--- src/rtl/switch_debounce_if.sv ---
// Switch-panel bundle between the synchroniser chain and the front-panel logic.
// master drives sample tick and raw levels; slave returns debounced levels and strobes.
interface switch_debounce_if #(
  parameter int DATA_WIDTH = 16
);
  logic                  ce;
  logic [DATA_WIDTH-1:0] data_in;
  logic [DATA_WIDTH-1:0] data_out;
  logic [DATA_WIDTH-1:0] rise;
  logic [DATA_WIDTH-1:0] fall;
  logic                  changed;

  modport master (
    output ce,
    output data_in,
    input  data_out,
    input  rise,
    input  fall,
    input  changed
  );

  modport slave (
    input  ce,
    input  data_in,
    output data_out,
    output rise,
    output fall,
    output changed
  );
endinterface

--- src/rtl/switch_debounce.sv ---
// Per-bit switch debouncer with registered rise/fall/changed strobes (auto-repeat: SWITCH_DEBOUNCE_AUTOREPEAT_EN).
// Latency: DEBOUNCE_CYCLES ce-qualified edges from a clean level change to data_out/strobe.
// No backpressure: strobes are single-cycle and must be consumed when asserted.
module switch_debounce #(
  parameter int                    DATA_WIDTH      = 16,
  parameter int                    CNT_WIDTH       = 16,
  parameter int                    DEBOUNCE_CYCLES = 50000,
  parameter logic [DATA_WIDTH-1:0] RESET_VALUE     = '0,
  parameter int                    REPEAT_CYCLES   = 250000
) (
  input  logic             clk,
  input  logic             reset,
  switch_debounce_if.slave sw
);

  localparam logic [CNT_WIDTH-1:0] CNT_LAST = CNT_WIDTH'(DEBOUNCE_CYCLES - 1);

  // Reject configurations that would make the counter compare unreachable.
  if ((DEBOUNCE_CYCLES < 1) || (64'(DEBOUNCE_CYCLES) >= (64'd1 << CNT_WIDTH)) ||
      (REPEAT_CYCLES < 1)) begin : g_param_err
    $error("switch_debounce: DEBOUNCE_CYCLES/REPEAT_CYCLES out of range");
  end

  logic [DATA_WIDTH-1:0] data_out_q, data_out_d;
  logic [DATA_WIDTH-1:0] rise_q, rise_d;
  logic [DATA_WIDTH-1:0] fall_q, fall_d;
  logic                  changed_q, changed_d;
  logic [CNT_WIDTH-1:0]  cnt_q [DATA_WIDTH];
  logic [CNT_WIDTH-1:0]  cnt_d [DATA_WIDTH];

`ifdef SWITCH_DEBOUNCE_AUTOREPEAT_EN
  localparam logic [31:0] RPT_LAST = 32'(REPEAT_CYCLES - 1);

  logic [31:0] rpt_q [DATA_WIDTH];
  logic [31:0] rpt_d [DATA_WIDTH];
`endif

  always_comb begin
    data_out_d = data_out_q;
    rise_d     = '0;
    fall_d     = '0;
    cnt_d      = cnt_q;

    for (int i = 0; i < DATA_WIDTH; i++) begin
      // Any sample agreeing with the stable level restarts qualification.
      if (sw.data_in[i] == data_out_q[i]) begin
        cnt_d[i] = '0;
      end else if (sw.ce) begin
        if (cnt_q[i] == CNT_LAST) begin
          data_out_d[i] = sw.data_in[i];
          cnt_d[i]      = '0;
          rise_d[i]     = sw.data_in[i];
          fall_d[i]     = ~sw.data_in[i];
        end else begin
          cnt_d[i] = cnt_q[i] + CNT_WIDTH'(1);
        end
      end
    end

`ifdef SWITCH_DEBOUNCE_AUTOREPEAT_EN
    rpt_d = rpt_q;
    for (int i = 0; i < DATA_WIDTH; i++) begin
      // Repeat timing restarts on any genuine edge and only runs while held high and settled.
      if ((data_out_d[i] != data_out_q[i]) || !data_out_q[i]) begin
        rpt_d[i] = '0;
      end else if (sw.ce && (cnt_q[i] == '0)) begin
        if (rpt_q[i] == RPT_LAST) begin
          rpt_d[i]  = '0;
          rise_d[i] = 1'b1;
        end else begin
          rpt_d[i] = rpt_q[i] + 32'd1;
        end
      end
    end
`endif

    changed_d = |(rise_d | fall_d);
  end

  always_ff @(posedge clk or negedge reset) begin
    if (!reset) begin
      data_out_q <= RESET_VALUE;
      rise_q     <= '0;
      fall_q     <= '0;
      changed_q  <= 1'b0;
      for (int i = 0; i < DATA_WIDTH; i++) begin
        cnt_q[i] <= '0;
      end
    end else begin
      data_out_q <= data_out_d;
      rise_q     <= rise_d;
      fall_q     <= fall_d;
      changed_q  <= changed_d;
      cnt_q      <= cnt_d;
    end
  end

`ifdef SWITCH_DEBOUNCE_AUTOREPEAT_EN
  always_ff @(posedge clk or negedge reset) begin
    if (!reset) begin
      for (int i = 0; i < DATA_WIDTH; i++) begin
        rpt_q[i] <= '0;
      end
    end else begin
      rpt_q <= rpt_d;
    end
  end
`endif

  assign sw.data_out = data_out_q;
  assign sw.rise     = rise_q;
  assign sw.fall     = fall_q;
  assign sw.changed  = changed_q;

endmodule
--- src/flat_wrapper.sv ---
// flat-port wrapper written by rule: the top's interface ports become plain ports
module switch_debounce_flat 
#(
  parameter int                    DATA_WIDTH      = 16,
  parameter int                    CNT_WIDTH       = 16,
  parameter int                    DEBOUNCE_CYCLES = 50000,
  parameter logic [DATA_WIDTH-1:0] RESET_VALUE     = '0,
  parameter int                    REPEAT_CYCLES   = 250000
)
  (clk, reset, sw_ce, sw_data_in, sw_data_out, sw_rise, sw_fall, sw_changed);
  switch_debounce_if #(.DATA_WIDTH(DATA_WIDTH)) sw_i ();
  input  logic clk;
  input  logic reset;
  input wire logic [$bits(sw_i.ce)-1:0] sw_ce;
  input wire logic [$bits(sw_i.data_in)-1:0] sw_data_in;
  output wire logic [$bits(sw_i.data_out)-1:0] sw_data_out;
  output wire logic [$bits(sw_i.rise)-1:0] sw_rise;
  output wire logic [$bits(sw_i.fall)-1:0] sw_fall;
  output wire logic [$bits(sw_i.changed)-1:0] sw_changed;
  assign sw_i.ce = sw_ce;
  assign sw_i.data_in = sw_data_in;
  assign sw_data_out = sw_i.data_out;
  assign sw_rise = sw_i.rise;
  assign sw_fall = sw_i.fall;
  assign sw_changed = sw_i.changed;
  switch_debounce #(.DATA_WIDTH(DATA_WIDTH), .CNT_WIDTH(CNT_WIDTH), .DEBOUNCE_CYCLES(DEBOUNCE_CYCLES), .RESET_VALUE(RESET_VALUE), .REPEAT_CYCLES(REPEAT_CYCLES)) u_core (.clk(clk), .reset(reset), .sw(sw_i));
endmodule
--- config.mk ---
export PLATFORM = sky130hd
export DESIGN_NAME = switch_debounce_flat
export DESIGN_NICKNAME = d
export VERILOG_FILES = /design/src/rtl/switch_debounce_if.sv /design/src/rtl/switch_debounce.sv /design/src/flat_wrapper.sv
export SDC_FILE = /design/constraint.sdc
export NUM_CORES = 1
export LEC_CHECK = 0
export CAP_MARGIN = 20
export CELL_PAD_IN_SITES_DETAIL_PLACEMENT = 0
export CELL_PAD_IN_SITES_GLOBAL_PLACEMENT = 1
export CORE_UTILIZATION = 52
export CTS_CLUSTER_SIZE = 16
export DETAILED_ROUTE_END_ITERATION = 12
export PLACE_DENSITY = 0.93
export SLEW_MARGIN = 10
export SYNTH_ARGS = -nofsm -noshare
export SYNTH_HDL_FRONTEND = slang
export SYNTH_SLANG_ARGS = --single-unit
export TNS_END_PERCENT = 10
--- constraint.sdc ---
create_clock -name clk -period 6.27 [get_ports clk]
set_clock_uncertainty 0.15 [all_clocks]
set_input_delay 0.627 -clock clk [delete_from_list [all_inputs] [get_ports clk]]
set_output_delay 0.627 -clock clk [all_outputs]
set_load 0.01 [all_outputs]
==> results by stage <==
Route:
- The first-pass detailed-route iteration total is 5.
- Across all layers, the routed design uses between 10000 and 15000 vias.
- For this block, the routed nets add up to 35440 um of wire.
- The number of vias per cell is 6.027.
- After detailed routing, the number of remaining DRC violations is 0.
- The detailed router finished its first iteration with 911 violations.
- The remaining antenna violation count after routing is 0.
- In the final routed layout, each cell accounts on average for 15.98 um.

Power:
- For this design the total switching power over the nets is 988.6 uW.
- The power share of the sequential group is 47.3%.
- Of the total power, combinational logic draws about 6.0%.
- The cell-internal power is 3.267 mW.
- The cell area power density is 232.0 nW/um2.
- The share of total power dissipated in the clock network is 46.8%.
- The worst-case IR drop observed on VDD is between 0.1 and 0.15 mV.
- The net switching share of the total power is 23.23%.
- The analysis attributes to cell leakage a power of 7.542 nW.

Worst setup path:
- The data arrival time of the worst path is 3040 ps.
- The setup path with the least slack is of type input port to register.
- The capturing instance or port of the critical path is u_core.cnt_q[99]$_DFFE_PN0P_.
- The endpoint identified for the worst register-to-register timing path is u_core.sw.data_out[12]$_DFFE_PN0P_.
- Measured in cells, the most critical reg-to-reg path has a length of 4.
- The worst register-to-register path has a setup slack of 3610 ps.
- Data on the critical path is required at its endpoint by 6520 ps.
- The origin of the worst setup path is sw_ce.
- The worst setup path is launched from an input port.
- In this run the critical register-to-register path is launched from u_core.cnt_q[48]$_DFFE_PN0P_.
- The largest driver fanout on the critical path is 36.
- The critical path capture point type is a register.

Yosys:
- Counting distinct cell types in the post-synthesis netlist gives 64.
- Sequential elements use a little under half of the synthesized area.
- The average size of a mapped cell is slightly above 9 um2.
- The area share of xor/xnor cells in the synthesized design is 3.662%.
- The post-synthesis compound-gate area fraction is 14.05%.
- The largest family of logic cells by synthesized area is simple AND/OR/NAND/NOR gates.
- In this run, synthesis inferred 0 flip-flops with an integrated enable.
- The simple-gate share of the synthesized area is 28.03%.
- Counting flops with an async set or reset pin after synthesis yields a share of 100.0%.
- The number of nets produced by synthesis is 1779.
- Of the total synthesized cell area, the portion taken by full adders, half adders and majority gates is around 1.2%.
- The instance count of the mapped netlist is around 1700.
- The netlist area before placement is 16260 um2.
- In the synthesized netlist the dominant register cell turns out to be sky130_fd_sc_hd__dfrtp_1.
- The multiplexer share of the synthesized area is 3.262%.
- The synthesized design contains 305 register bits.
- The yosys synthesis warning count is 0.

Clock tree:
- The clock reaches the later pin of the worst-skew pair after 510 ps.
- The number of clock sinks is 305.
- In this run the clock root is driven by a sky130_fd_sc_hd__clkbuf_16.
- The register clock-pin slew on the reported worst setup and hold paths is 60 ps.
- The clock passes through at most 3 buffers.
- The total setup buffers inserted after CTS is 0.
- The post-cts sizing count is 0.
- The number of buffers inserted for hold repair after clock tree synthesis is 0.
- Counting the buffers created by CTS gives 36.
- TritonCTS built the clock tree.
- The H-tree generated during clock tree synthesis spans 2 levels.

Global route:
- The via count of the first global-routing pass came to 12640.
- The initial antenna violation count is 0.
- The global-route wire length before repair is 60150 um.
- The largest net degree at the start of global routing is 131.
- The sum of overflow across all layers after global routing is 0.
- The global router's overall resource usage is about 23%.

Layout:
- In the final design database the tool counted 1832 nets.
- Compared with the post-synthesis result, the final layout area differs by 12.77%.
- The number of fill cells is 2611.
- The summed area of non-filler cells in the final layout is 18340 um2.
- 0 antenna diodes ended up in the layout.
- The share of post-route cells with drive strength above 1 is 6.370%.
- Leaving out fill and tap cells, the most frequent cells in the layout are sky130_fd_sc_hd__dfrtp_1 (305), sky130_fd_sc_hd__nand2_1 (179), sky130_fd_sc_hd__o21ai_0 (155).
- The most common library cell in the layout ignoring fill and taps is sky130_fd_sc_hd__dfrtp_1.
- The core occupancy in the finished layout is 59.80%.

Timing:
- Setup repair after global routing left no endpoint under its margin.
- The slew of the pin with the lowest slew margin is 982.5 ps.
- The number of pins with negative max-slew slack in the final report came to 0.
- Setup violations remaining at the end of the flow were counted as 0.
- The part of the cycle the worst path needs is ~44%.
- The tightest slew margin relative to the limit is around 34%.
- Across all setup checks in the final design, the least slack found is 3485 ps.
- The top achievable clock speed is 0.3591 GHz.
- The number of failing hold endpoints at the final stage is 0.
- The clock period minus worst slack is 2785 ps.
- Summed over all failing endpoints, the final setup total negative slack is 0 ps.

Die:
- The number of cell rows is 64.
- The die covers 31990 um2.
- The starting density of the core is 53.03%.
- The chip width is about 180 um.
- The core footprint is about 31000 um2.
- In this run the vertical extent of the chip is 178.9 um.
- 68 I/O pins were placed.

Placement:
- Detailed placement ended at an HPWL of 23330 um.
- The routability congestion estimate from global placement is 0.8342.
- In this run the tool buffered the top-level ports with 67 buffer cells.
- OpenSTA, run right after detailed placement, puts the worst setup slack at between 2000 and 3000 ps.
- The area of placed instances is 17210 um2.

Worst hold path:
- In this run the worst hold path is classified as input port to async pin.

Job:
- The number of max-capacitance violations reported is 0.

Status:
- The run finished with clean final reports.
-- Yosys cell counts (17+ instances only) --
library cell	instances	area, um2
sky130_fd_sc_hd__nand3_1	110	550.5
sky130_fd_sc_hd__clkbuf_1	40	150.1
sky130_fd_sc_hd__nor3_1	75	375.4
sky130_fd_sc_hd__nand2_1	179	671.9
sky130_fd_sc_hd__mux2i_1	35	350.3
sky130_fd_sc_hd__a21o_1	30	225.2
sky130_fd_sc_hd__xnor2_1	27	236.5
sky130_fd_sc_hd__a22o_1	56	490.5
sky130_fd_sc_hd__or3_1	46	287.8
sky130_fd_sc_hd__nand4_1	48	300.3
sky130_fd_sc_hd__o21ai_0	155	775.7
sky130_fd_sc_hd__or2_2	17	106.4
sky130_fd_sc_hd__xor2_1	41	359.1
sky130_fd_sc_hd__dfrtp_1	305	7632
sky130_fd_sc_hd__a21oi_1	79	395.4
sky130_fd_sc_hd__and2_1	17	106.4
sky130_fd_sc_hd__nor2b_1	21	131.4
sky130_fd_sc_hd__nor3b_1	20	150.1
sky130_fd_sc_hd__inv_1	54	202.7
sky130_fd_sc_hd__nand2b_1	19	118.9
sky130_fd_sc_hd__nor2_1	105	394.1
sky130_fd_sc_hd__nor4_1	27	168.9
sky130_fd_sc_hd__nor4bb_1	17	170.2
sky130_fd_sc_hd__and3_1	29	181.4
-- power groups by stage --
| stage | logic (mW) | clock network [mW] | registers, mW |
|---|---|---|---|
| floorplan | 0.159 | 0 | 2.04 |
| global route | 0.288 | 2.12 | 2.01 |
| finish | 0.255 | 1.99 | 2.01 |
| detailed placement | 0.255 | 0 | 2.05 |
| global placement | 0.250 | 0 | 2.04 |
| CTS | 0.257 | 2.04 | 2.01 |
-- per-layer routing --
metal  global-route usage, %  share of wire (%)
met3                   2.947                4.0
met2                   37.34                 47
met1                   31.18                 47
met5                       0                  0
met4                   6.356                2.1
-- worst max-delay path, stage by stage --
cell and delay, ps:
sky130_fd_sc_hd__buf_2 550, sky130_fd_sc_hd__buf_4 480, sky130_fd_sc_hd__nand2b_1 230, sky130_fd_sc_hd__nor2_1 700, sky130_fd_sc_hd__a21oi_1 160, sky130_fd_sc_hd__o21ai_0 230
-- layout make-up --
class                   instances  area, um2  area share [%]
flip-flops and latches        305       7632           41.61
clock inverters                 7      63.81          0.3479
inverters                      54      202.7           1.105
clock buffers                  55       1054           5.744
repair buffers                 72      720.7           3.929
well taps                     396      495.5           2.701
multi-input cells            1328       8173           44.56
-- kinds of logic (layout without fill, tap and decap cells) --
group                    count (synthesis)  in the layout
multiplexers                            51             51
AND/OR/NAND/NOR                        818            818
AO/OA/AOI/OAI                          375            375
flip-flops                             305            305
buffers and inverters                  111            188
adder cells (fa/ha/maj)                 16             16
XOR/XNOR                                68             68
-- worst min path at each step --
stage,slack (ps),depth (start not counted),to
after floorplan,180,0,u_core.cnt_q[0]$_DFFE_PN0P_
after global placement,330,1,u_core.cnt_q[14]$_DFFE_PN0P_
after detailed placement,330,1,u_core.cnt_q[95]$_DFFE_PN0P_
after CTS,90,1,u_core.cnt_q[28]$_DFFE_PN0P_
after global routing,140,1,u_core.cnt_q[28]$_DFFE_PN0P_
final,70,1,u_core.cnt_q[28]$_DFFE_PN0P_
-- metrics by stage --
stage / std cells / power (mW) / hold slack, ps
2_1_floorplan: 1744 / 2.201 / 181.4
3_3_place_gp: 2153 / 2.295 / 327.1
3_5_place_dp: 2153 / 2.301 / 331.8
4_1_cts: 2215 / 4.308 / 89.25
5_1_grt: 2217 / 4.425 / 141.7
6_report: 2217 / 4.256 / 67.89
-- state kept, by name, indices dropped and copies added, names as in the netlist --
signal / cells
u_core.sw.rise: 16
u_core.cnt_q: 256
u_core.sw.data_out: 16
u_core.sw.changed: 1
u_core.sw.fall: 16
No activity file was read; power rests on OpenSTA's default activity.
